==> src/rtl/imem_boot_loader.sv <==
// imem_boot_loader
//   Boot-time sequencer for the single-cycle RV32 core. It holds the core in
//   reset, packs a little-endian byte stream into 32-bit words, and writes
//   them to consecutive instruction-memory words starting at word 0. When the
//   requested number of words is in, it releases the core. A watchdog aborts
//   a stalled load and keeps the core in reset.
//
// Ports
//   clk, rst          clock / synchronous active-low reset
//   start, len_words  (re)load request and word count (sampled on start)
//   byte_valid/data   input byte stream, LSB of each word first
//   byte_ready        byte accepted on this edge when byte_valid is also high
//   imem_we/addr/wdata  one-cycle instruction-memory write per word
//   cpu_rst           active-low core reset (1 only in RUN)
//   busy/done/err     LOAD|WRITE / RUN / ERROR status
module imem_boot_loader #(
  parameter int ADDR_W  = 8,
  parameter int TIMEOUT = 1000
) (
  input  logic              clk,
  input  logic              rst,
  input  logic              start,
  input  logic [ADDR_W:0]   len_words,
  input  logic              byte_valid,
  input  logic [7:0]        byte_data,
  output logic              byte_ready,
  output logic              imem_we,
  output logic [ADDR_W-1:0] imem_addr,
  output logic [31:0]       imem_wdata,
  output logic              cpu_rst,
  output logic              busy,
  output logic              done,
  output logic              err
);
  typedef enum logic [2:0] {S_IDLE, S_LOAD, S_WRITE, S_RUN, S_ERROR} state_t;

  // Memory capacity in words; len_words is one bit wider so it can hold it.
  localparam logic [ADDR_W:0] MAX_LEN = {1'b1, {ADDR_W{1'b0}}};
  localparam logic [ADDR_W:0] ONE_W   = {{ADDR_W{1'b0}}, 1'b1};
  // The watchdog fires on the idle cycle that would bring it to TIMEOUT.
  localparam logic [15:0]     WD_LAST = 16'(TIMEOUT - 1);

  state_t            r_state, w_next;
  logic [ADDR_W:0]   r_wcnt, r_len, w_wcnt_inc;
  logic [1:0]        r_bcnt;
  logic [15:0]       r_wdog;
  logic [31:0]       r_word;
  logic [ADDR_W-1:0] r_addr;
  logic              w_accept, w_can_start, w_go;

  assign w_accept    = (r_state == S_LOAD) && byte_valid;
  assign w_wcnt_inc  = r_wcnt + ONE_W;
  assign w_can_start = (r_state == S_IDLE) || (r_state == S_RUN) || (r_state == S_ERROR);
  assign w_go        = w_can_start && start && (len_words != '0) && (len_words <= MAX_LEN);

  // State register
  always_ff @(posedge clk) begin
    if (!rst) r_state <= S_IDLE;
    else      r_state <= w_next;
  end

  // Next-state logic
  always_comb begin
    w_next = r_state;
    unique case (r_state)
      S_IDLE, S_RUN, S_ERROR: begin
        if (start) begin
          if (len_words == '0)         w_next = S_RUN;
          else if (len_words > MAX_LEN) w_next = S_ERROR;
          else                          w_next = S_LOAD;
        end
      end
      S_LOAD: begin
        if (w_accept && (r_bcnt == 2'd3))       w_next = S_WRITE;
        else if (!w_accept && (r_wdog == WD_LAST)) w_next = S_ERROR;
      end
      S_WRITE: w_next = (w_wcnt_inc == r_len) ? S_RUN : S_LOAD;
      default: w_next = S_IDLE;
    endcase
  end

  // Outputs decoded from the state register
  always_comb begin
    byte_ready = (r_state == S_LOAD);
    imem_we    = (r_state == S_WRITE);
    cpu_rst    = (r_state == S_RUN);
    busy       = (r_state == S_LOAD) || (r_state == S_WRITE);
    done       = (r_state == S_RUN);
    err        = (r_state == S_ERROR);
  end

  assign imem_addr  = r_addr;
  assign imem_wdata = r_word;

  // Datapath: byte packing, counters, watchdog
  always_ff @(posedge clk) begin
    if (!rst) begin
      r_wcnt <= '0;
      r_len  <= '0;
      r_bcnt <= '0;
      r_wdog <= '0;
      r_word <= '0;
      r_addr <= '0;
    end else if (w_go) begin
      r_wcnt <= '0;
      r_bcnt <= '0;
      r_wdog <= '0;
      r_len  <= len_words;
    end else if (r_state == S_LOAD) begin
      if (w_accept) begin
        r_word[{r_bcnt, 3'b000} +: 8] <= byte_data;
        r_bcnt <= r_bcnt + 2'd1;
        r_wdog <= '0;
        // Address is captured as the last byte lands so it is valid
        // during WRITE and keeps showing the last written word afterwards.
        if (r_bcnt == 2'd3) r_addr <= r_wcnt[ADDR_W-1:0];
      end else begin
        r_wdog <= r_wdog + 16'd1;
      end
    end else if (r_state == S_WRITE) begin
      r_wcnt <= w_wcnt_inc;
    end
  end

endmodule
==> config.mk <==
export PLATFORM = sky130hd
export DESIGN_NAME = imem_boot_loader
export DESIGN_NICKNAME = d
export VERILOG_FILES = /design/src/rtl/imem_boot_loader.sv
export SDC_FILE = /design/constraint.sdc
export NUM_CORES = 1
export LEC_CHECK = 0
export BUFFER_PORTS_ARGS = -buffer_cell sky130_fd_sc_hd__buf_2
export CAP_MARGIN = 25
export CORE_UTILIZATION = 55
export CTS_BUF_LIST = sky130_fd_sc_hd__clkbuf_8
export CTS_CLUSTER_SIZE = 16
export DETAILED_ROUTE_END_ITERATION = 8
export GPL_TIMING_DRIVEN = 0
export PLACE_DENSITY = 0.79
export SLEW_MARGIN = 20
export SYNTH_ARGS = -nofsm -noshare
export SYNTH_HDL_FRONTEND = slang
export SYNTH_SLANG_ARGS = --single-unit
==> constraint.sdc <==
create_clock -name clk -period 2.83 [get_ports clk]
set_clock_uncertainty 0.15 [all_clocks]
set_input_delay 0.283 -clock clk [delete_from_list [all_inputs] [get_ports clk]]
set_output_delay 0.283 -clock clk [all_outputs]
set_load 0.01 [all_outputs]
# After elaboration in Yosys (flattened, before gate mapping)
# Cells that the tools add are included.
# word_totals
ff_bits,79
out_inout_bits,46
input_bits,21
elab_cells,56
# op_classes
bitwise_logic,3
shift,2
n_reduce_logical,20
mux,9
n_lt_le_gt_ge,2
add_sub_neg,4
n_eq_ne,9
# op_table
operator,count
bitwise mux 32 bit,1
"variable shift 8 x 7 -> 32 bit, first input constant",1
variable part select 8 x 7 -> 32 bit,1
"adder 16 x 1 -> 16 bit, second input constant",1
"equality test 16 x 10 -> 1 bit, second input constant",1
two-way mux 16 bit,1
two-way mux 3 bit,5
"adder 9 x 1 -> 9 bit, second input constant",1
equality test 9 bit,1
"greater-than comparator 9 bit, second input constant",1
"<= comparator 9 bit, second input constant",1
zero test 9 bit,1
one-hot mux 3 bit (3 select lines),1
nonzero test 9 bit,1
negator 5 -> 7 bit,1
"equality test 3 x 2 -> 1 bit, second input constant",2
logical AND 1 bit,6
AND reduction 2 bit,3
AND reduction 4 bit,1
"equality test 3 x 1 -> 1 bit, second input constant",1
"equality test 3 bit, second input constant",1
zero test 3 bit,1
logical OR 1 bit,3
"inequality test 3 x 1 -> 1 bit, second input constant",1
other kinds (9),11

# Longest topological paths before layout
# Gate-level depths: netlist (run 1).
# depth
depth_word,8
depth_mapped,8
mapped_depth_nobuf,6

# Worst setup path before layout (run 1)
# No wires, ideal clock.
# synth_timing
path_kind,input port to flip-flop
start,in len_words[0]
end,reg r_bcnt[1]
arrival_time_ns,1.845
setup_time_ns,0.117
t_required_ns,2.563
path_buffers,2
path_slack_ns,0.717
stages,7
cell_sequence,or4_1 > o21ai_1 > and4b_1 > buf_4 > nand2b_1 > buf_2 > nor2_1
# synth_via
elab_chain_len,4
elab_cells_between_ends,5
cone_classes,order compare (1); reduce/logical (4)
# synth_lines
element,line,text
"start, declared",23,"input logic [ADDR_W:0] len_words,"
"parallel branches: the longest is 2 deep, another holds <= comparator 9 bit",-,
logical AND 1 bit *,54,assign w_go = w_can_start && start && (len_words != '0) && (len_words <= MAX_LEN);
OR reduction 2 bit (no source line) *,-,
"end signal, assigned",112,r_bcnt <= r_bcnt + 2'd1;
"end, declared",45,logic [1:0] r_bcnt;
# Every way passes the cells marked *.
# A chain may end at the register's enable or synchronous reset.

# Final worst setup path (run 1)
# layout_timing
start,reg r_state[1]
end,reg r_word[29] (netlist: imem_wdata[29])
# layout_via
elab_chain_len,8
elab_cells_between_ends,12
cone_classes,eq/ne (3); bitwise (1); reduce/logical (8)
# layout_lines
element,line,text
"start, declared",43,"state_t r_state, w_next;"
"start signal, assigned",59,else r_state <= w_next;
equality test 3 x 2 -> 1 bit / zero test 3 bit (equally long branches),53,assign w_can_start = (r_state == S_IDLE) || (r_state == S_RUN) || (r_state == S_ERROR);
logical OR 1 bit (2 in series),53,
logical AND 1 bit (3 in series),54,
NOT 1 bit (no source line),-,
AND reduction 3 bit (no source line) *,-,
"end signal, assigned by index",111,"r_word[{r_bcnt, 3'b000} +: 8] <= byte_data;"
"end, declared",47,logic [31:0] r_word;
# Every way passes the cells marked *; elsewhere a longest branch is shown, timed or not.

==> out/metrics.cfg, run 1 <==
[routing]
wl_per_cell_um = 14.2
ant_nets = 0
routed-via-count = 3263
wl_mm = 8.42
drt_iter0_drc = 198
avgViaCountPerCell = 5.51
dr.pass1.iters = 5
drc = 0

[final_layout]
fin_nets = 539
fin_cells = 592
syn2layout_area_growth_pct = 17.1
final_util_pct = 66.4
drive_above_1_share_pct = 17.7
layout_commonest_cell = dfxtp_1
fillers = 593
mostFrequentLayoutCells = dfxtp_1 (79), buf_2 (69), nand2_1 (62)
antenna_cells = 0

[clock_network]
clock_latency_ns = 0.35
cts_buffer_depth = 2
cts_setup_buffers = 0
htreeDepth = 3
cts_tree = built
clk_pin_slew_ns = 0.08
cts_made_buffers = 9
clkSinkCount = 79
cts_resized = 0
holdBufCountCts = 0
cts-root-buf = clkbuf_8

[synthesis]
synthMuxAreaShare_pct = 3.35
synth_adder_area_share_pct = 2.44
yosysSeqAreaShare_pct = 44.1
synth.avg_cell_area_um2 = 8.25
synth_nets = 462
async_flop_share_pct = 0
synth_cells = 434
synth_edf_count = 0
synth-seq-cells = 79
synth-simple-area-share_pct = 27.1
dominantRegCellSynth = dfxtp_1
synth_xor_area_share_pct = 7.58
syn_area_um2 = 3580
synth_top_family_by_area = simple AND/OR/NAND/NOR gates
synth_compound_area_share_pct = 11.4
ys_warn_count = 0
yosysUniqueCellTypes = 48

[job]
max-cap-violations = 0

[die]
die_w_um = 82.7
io_pins = 67
fp.dieH_um = 82.7
core_um2 = 6310
die_area_um2 = 6840
fp-row-count = 29
initial_core_util_pct = 56.7

[hold_path]
hold_path.class = in2reg
whs_path_depth = 3
hp-start = len_words[0]
whs_endpoint = r_len[0]

[setup_path]
critical_path_class = reg2reg
crit_chain = clkbuf_1 -> nor3b_1 -> and3_1 -> clkbuf_1 -> buf_1 -> nand3_1 -> a21oi_1
startpoint_type = flip-flop
critical_path.startpoint = r_state[1]
r2r_slack_ns = 0.23
max_stage_delay_ns = 0.55
cp_top_family = simple AND/OR/NAND/NOR gates
r2r.worst_path.cells = 7
crit_slowest_cell = nor3b_1
critPathBufInv = 3
worst_ep_required_time_ns = 2.96
r2r_start = r_state[1]
crit_top_cell = clkbuf_1
end_kind = flip-flop
arrival_ns = 2.73
timing.rr.end = imem_wdata[29]
worstPathMaxFanout = 10

[placed_design]
finalWeightedCongestion = 0.914
dpl.hpwl_mm = 6.04
io_buffer_count = 66
dp.cells = 577

[sta]
fin_crit_sh_pct = 91.8
tns_ns = 0
maxSlewViolCount = 0
setup_viol = 0
slew_headroom_pct = 33.5
hold_viol_final = 0
rsz0062_at_grt = false
finalCriticalPeriod_ns = 2.60
worst_pin_slew_ns = 0.995
max_freq_ghz = 0.385

[pwr]
power.leakage_nw = 1.67
power_per_cell_area_nw_per_um2 = 508
vdd_drop_max_mv = 0.391

[global_routing]
grt_pass1_vias = 2912
grt_antenna_before_repair = 0
grt_max_degree = 14
overflow = 0
gr-usage-all-layers_pct = 25.3
grt_pass1_wl_mm = 13.1

[outcome]
status = complete, no violations

## routing by layer
layer | GRT usage, % | part of all wire (%) | vias to the layer above
li1 | - | - | 1647
met1 | 32.3 | 45 | 1527
met2 | 40.8 | 49 | 72
met3 | 4.62 | 3.9 | 17
met4 | 12.8 | 2.0 | 0
met5 | 0 | 0 | -
## registers in the layout, indices dropped and copies added (netlist names)
register / flops
r_wcnt: 9
r_len: 9
r_wdog: 16
r_state: 3
imem_wdata: 32
imem_addr: 8
r_bcnt: 2
## worst min-delay path: cells and delay by family
kind | cells | cell delay [ns]
AND/OR/NAND/NOR | 1 | 0.07
buffers and inverters | 1 | 0.08
multiplexers | 1 | 0.06
## how the worst max path moves through the flow
stage	cells after the start	slack, ns	end
6_report	7	0.23	imem_wdata[29]
5_1_grt	7	0.04	imem_wdata[29]
4_1_cts	7	0.24	imem_wdata[29]
3_5_place_dp	7	0.28	imem_wdata[29]
3_3_place_gp	8	0.38	imem_addr[5]
2_1_floorplan	7	0.72	r_bcnt[1]
## cells by family after synthesis
group | after synthesis
and+or+nand+nor | 200
DFF | 79
adders and majority gates | 7
xor gates and xnor gates | 31
AOI/OAI and AO/OA | 72
muxes | 12
buffers and inverters | 33
## final cells by class
type / instances / area, um^2 / share of cell area [%]
Buffer: 24 / 109 / 2.60
Sequential cell: 79 / 1580 / 37.7
Timing Repair Buffer: 66 / 330 / 7.88
Multi-Input combinational cell: 322 / 1860 / 44.3
Clock inverter: 6 / 61.3 / 1.46
Tap cell: 77 / 96.3 / 2.30
Clock buffer: 9 / 124 / 2.95
Inverter: 9 / 33.8 / 0.805
## per-stage QoR
stage	area, um^2	hold slack, ns	setup WS [ns]	power [mW]
after detailed placement	4010	0.293	0.283	1.34
final	4190	0.0322	0.232	2.13
after CTS	4190	0.0240	0.244	2.14
after global placement	4010	0.286	0.379	1.34
after global routing	4190	0.0419	0.0446	2.20
after floorplan	3580	0.280	0.717	1.28
## cells in the mapped netlist, types with 6 or more instances
library cell / instances / area, um^2
inv_1: 8 / 30.0
mux2i_1: 12 / 120
nand3_1: 44 / 220
nor2_1: 40 / 150
xor2_1: 20 / 175
nand4_1: 6 / 37.5
ha_1: 7 / 87.6
nor3_1: 8 / 40.0
clkbuf_1: 17 / 63.8
dfxtp_1: 79 / 1580
nand2_1: 62 / 233
a21oi_1: 49 / 245
xnor2_1: 11 / 96.3
and3_1: 10 / 62.6
## power breakdown
part	internal, mW	switching, mW
Sequential	1.13	0.0183
Clock	0.401	0.407
Combinational	0.0686	0.106
Total	1.60	0.532
(Power assumes the default switching activity.)
==> run 2, diff against run 1 <==
--- a/config.mk
+++ b/config.mk
@@ -8,7 +8,6 @@
 export BUFFER_PORTS_ARGS = -buffer_cell sky130_fd_sc_hd__buf_2
 export CAP_MARGIN = 25
 export CORE_UTILIZATION = 55
-export CTS_BUF_LIST = sky130_fd_sc_hd__clkbuf_8
 export CTS_CLUSTER_SIZE = 16
 export DETAILED_ROUTE_END_ITERATION = 8
 export GPL_TIMING_DRIVEN = 0
==> out/metrics.cfg, run 2 (synthesized netlist as in run 1, its figures left out) <==
[global_routing]
grt_antenna_before_repair = 0  ; unchanged
grt_pass1_wl_mm = 13.1  ; unchanged
overflow = 0  ; unchanged
grt_max_degree = 14  ; unchanged
grt_pass1_vias = 2912  ; unchanged
gr-usage-all-layers_pct = 25.3  ; unchanged

[final_layout]
multi_input_area_um2 = 1860  ; unchanged
syn2layout_area_growth_pct = 17.1  ; unchanged
stdcell_area_um2 = 4190  ; unchanged
fin_nets = 539  ; unchanged
fillers = 593  ; unchanged
largest_reg_flops = 32  ; unchanged
regArea_um2 = 1580  ; unchanged
antenna_cells = 0  ; unchanged
drive_above_1_share_pct = 17.7  ; unchanged
layout_commonest_cell = dfxtp_1
final_util_pct = 66.4  ; unchanged
mostFrequentLayoutCells = dfxtp_1 (79), buf_2 (69), nand2_1 (62)

[sta]
slew_headroom_pct = 33.6  ; +0.061 points
fin_crit_sh_pct = 91.8  ; about the same
maxSlewViolCount = 0  ; unchanged
max_freq_ghz = 0.385  ; about the same
setup_viol = 0  ; unchanged
worst_pin_slew_ns = 0.994  ; -0.000907 ns
finalCriticalPeriod_ns = 2.60  ; +0.000101 ns
tns_ns = 0  ; unchanged
rsz0062_at_grt = false
hold_viol_final = 0  ; unchanged

[setup_path]
r2r.worst_path.cells = 7  ; unchanged
worst_ep_required_time_ns = 2.96  ; about the same
worstPathMaxFanout = 10  ; unchanged
r2r_start = r_state[1]
arrival_ns = 2.73  ; about the same
timing.rr.end = imem_wdata[29]
crit_slowest_cell = nor3b_1
r2r_slack_ns = 0.23  ; about the same
crit_top_cell = clkbuf_1
max_stage_delay_ns = 0.55  ; about the same
end_kind = flip-flop
crit_chain = clkbuf_1 -> nor3b_1 -> and3_1 -> clkbuf_1 -> buf_1 -> nand3_1 -> a21oi_1
startpoint_type = flip-flop
critical_path_class = reg2reg

[hold_path]
whs_endpoint = r_len[0]
hold_path.class = in2reg
hp-start = len_words[0]
whs_path_depth = 3  ; unchanged

[pwr]
p_int_mw = 1.60  ; +0.22%
power_per_cell_area_nw_per_um2 = 509  ; +0.17%
p_total_mw = 2.13  ; +0.17%
seq_power_share_pct = 53.7  ; about the same
net-switching-power_mw = 0.532  ; about the same
power.leakage_nw = 1.67  ; -0.25%
combPwrFrac_pct = 8.2  ; about the same
power_frac_clock_pct = 38.1  ; about the same
sw_frac_of_total_pct = 24.9  ; -0.044 points
vdd_drop_max_mv = 0.391  ; about the same

[clock_network]
holdBufCountCts = 0  ; unchanged
cts_made_buffers = 9  ; unchanged
cts_tree = built
cts_setup_buffers = 0  ; unchanged
clock_latency_ns = 0.35  ; about the same
clkSinkCount = 79  ; unchanged
cts-root-buf = clkbuf_8
clk_pin_slew_ns = 0.08  ; about the same
cts_buffer_depth = 2  ; unchanged
cts_resized = 0  ; unchanged
htreeDepth = 3  ; unchanged

[die]
die_w_um = 82.7  ; unchanged
core_um2 = 6310  ; unchanged
initial_core_util_pct = 56.7  ; unchanged
io_pins = 67  ; unchanged
fp.dieH_um = 82.7  ; unchanged
die_area_um2 = 6840  ; unchanged
fp-row-count = 29  ; unchanged

[placed_design]
dpl.hpwl_mm = 6.04  ; unchanged
finalWeightedCongestion = 0.914  ; unchanged
io_buffer_count = 66  ; unchanged
placed_area_um2 = 4010  ; unchanged

[routing]
drc = 0  ; unchanged
avgViaCountPerCell = 5.51  ; unchanged
wl_met3_um = 325  ; unchanged
wl_mm = 8.43  ; about the same
ant_nets = 0  ; unchanged
wirelength_met1_mm = 3.79  ; about the same
wl_per_cell_um = 14.2  ; about the same
drt_iter0_drc = 198  ; unchanged
highest_layer = met4
met2_wirelength_mm = 4.13  ; about the same
routed-via-count = 3263  ; unchanged
dr.pass1.iters = 5  ; unchanged

[job]
max-cap-violations = 0  ; unchanged

[outcome]
status = complete, no violations

-- run 2: per-stage QoR --
stage | std cells | hold WS (ns) | setup slack (ns)
after floorplan | 434 | 0.280 | 0.717
after global placement | 577 | 0.286 | 0.379
after detailed placement | 577 | 0.293 | 0.283
after CTS | 592 | 0.0240 | 0.243
after global routing | 592 | 0.0419 | 0.0441
final | 592 | 0.0322 | 0.231
-- run 2: worst max path at each step --
stage	startpoint	endpoint	slack, ns	cells after the start
after floorplan	len_words[0]	r_bcnt[1]	0.72	7
after global placement	r_state[1]	imem_addr[5]	0.38	8
after detailed placement	r_state[1]	imem_wdata[29]	0.28	7
after CTS	r_state[1]	imem_wdata[29]	0.24	7
after global routing	r_state[1]	imem_wdata[29]	0.04	7
final	r_state[1]	imem_wdata[29]	0.23	7
-- run 2: power groups by stage --
stage	Combinational [mW]	Sequential [mW]	Clock (mW)
detailed placement	0.173	1.17	0
CTS	0.175	1.14	0.822
finish	0.175	1.15	0.812
global route	0.193	1.15	0.866
global placement	0.168	1.17	0
floorplan	0.111	1.17	0
-- run 2: layout make-up --
class / instances / area share, %
Multi-Input combinational cell: 322 / 44.3
Sequential cell: 79 / 37.7
Timing Repair Buffer: 66 / 7.88
Clock buffer: 10 / 3.04
Buffer: 24 / 2.60
Tap cell: 77 / 2.30
Clock inverter: 5 / 1.37
Inverter: 9 / 0.805
-- run 2: per-layer routing --
metal | vias up | track usage, %
li1 | 1647 | -
met1 | 1527 | 32.3
met2 | 72 | 40.8
met3 | 17 | 4.62
met4 | 0 | 12.8
met5 | - | 0
-- run 2: critical path: cells and delay by family, from the launching register on --
family | cells | cell delay, ns
compound gates | 1 | 0.19
buf+inv | 3 | 0.94
simple gates | 3 | 0.94
flops | 1 | 0.30
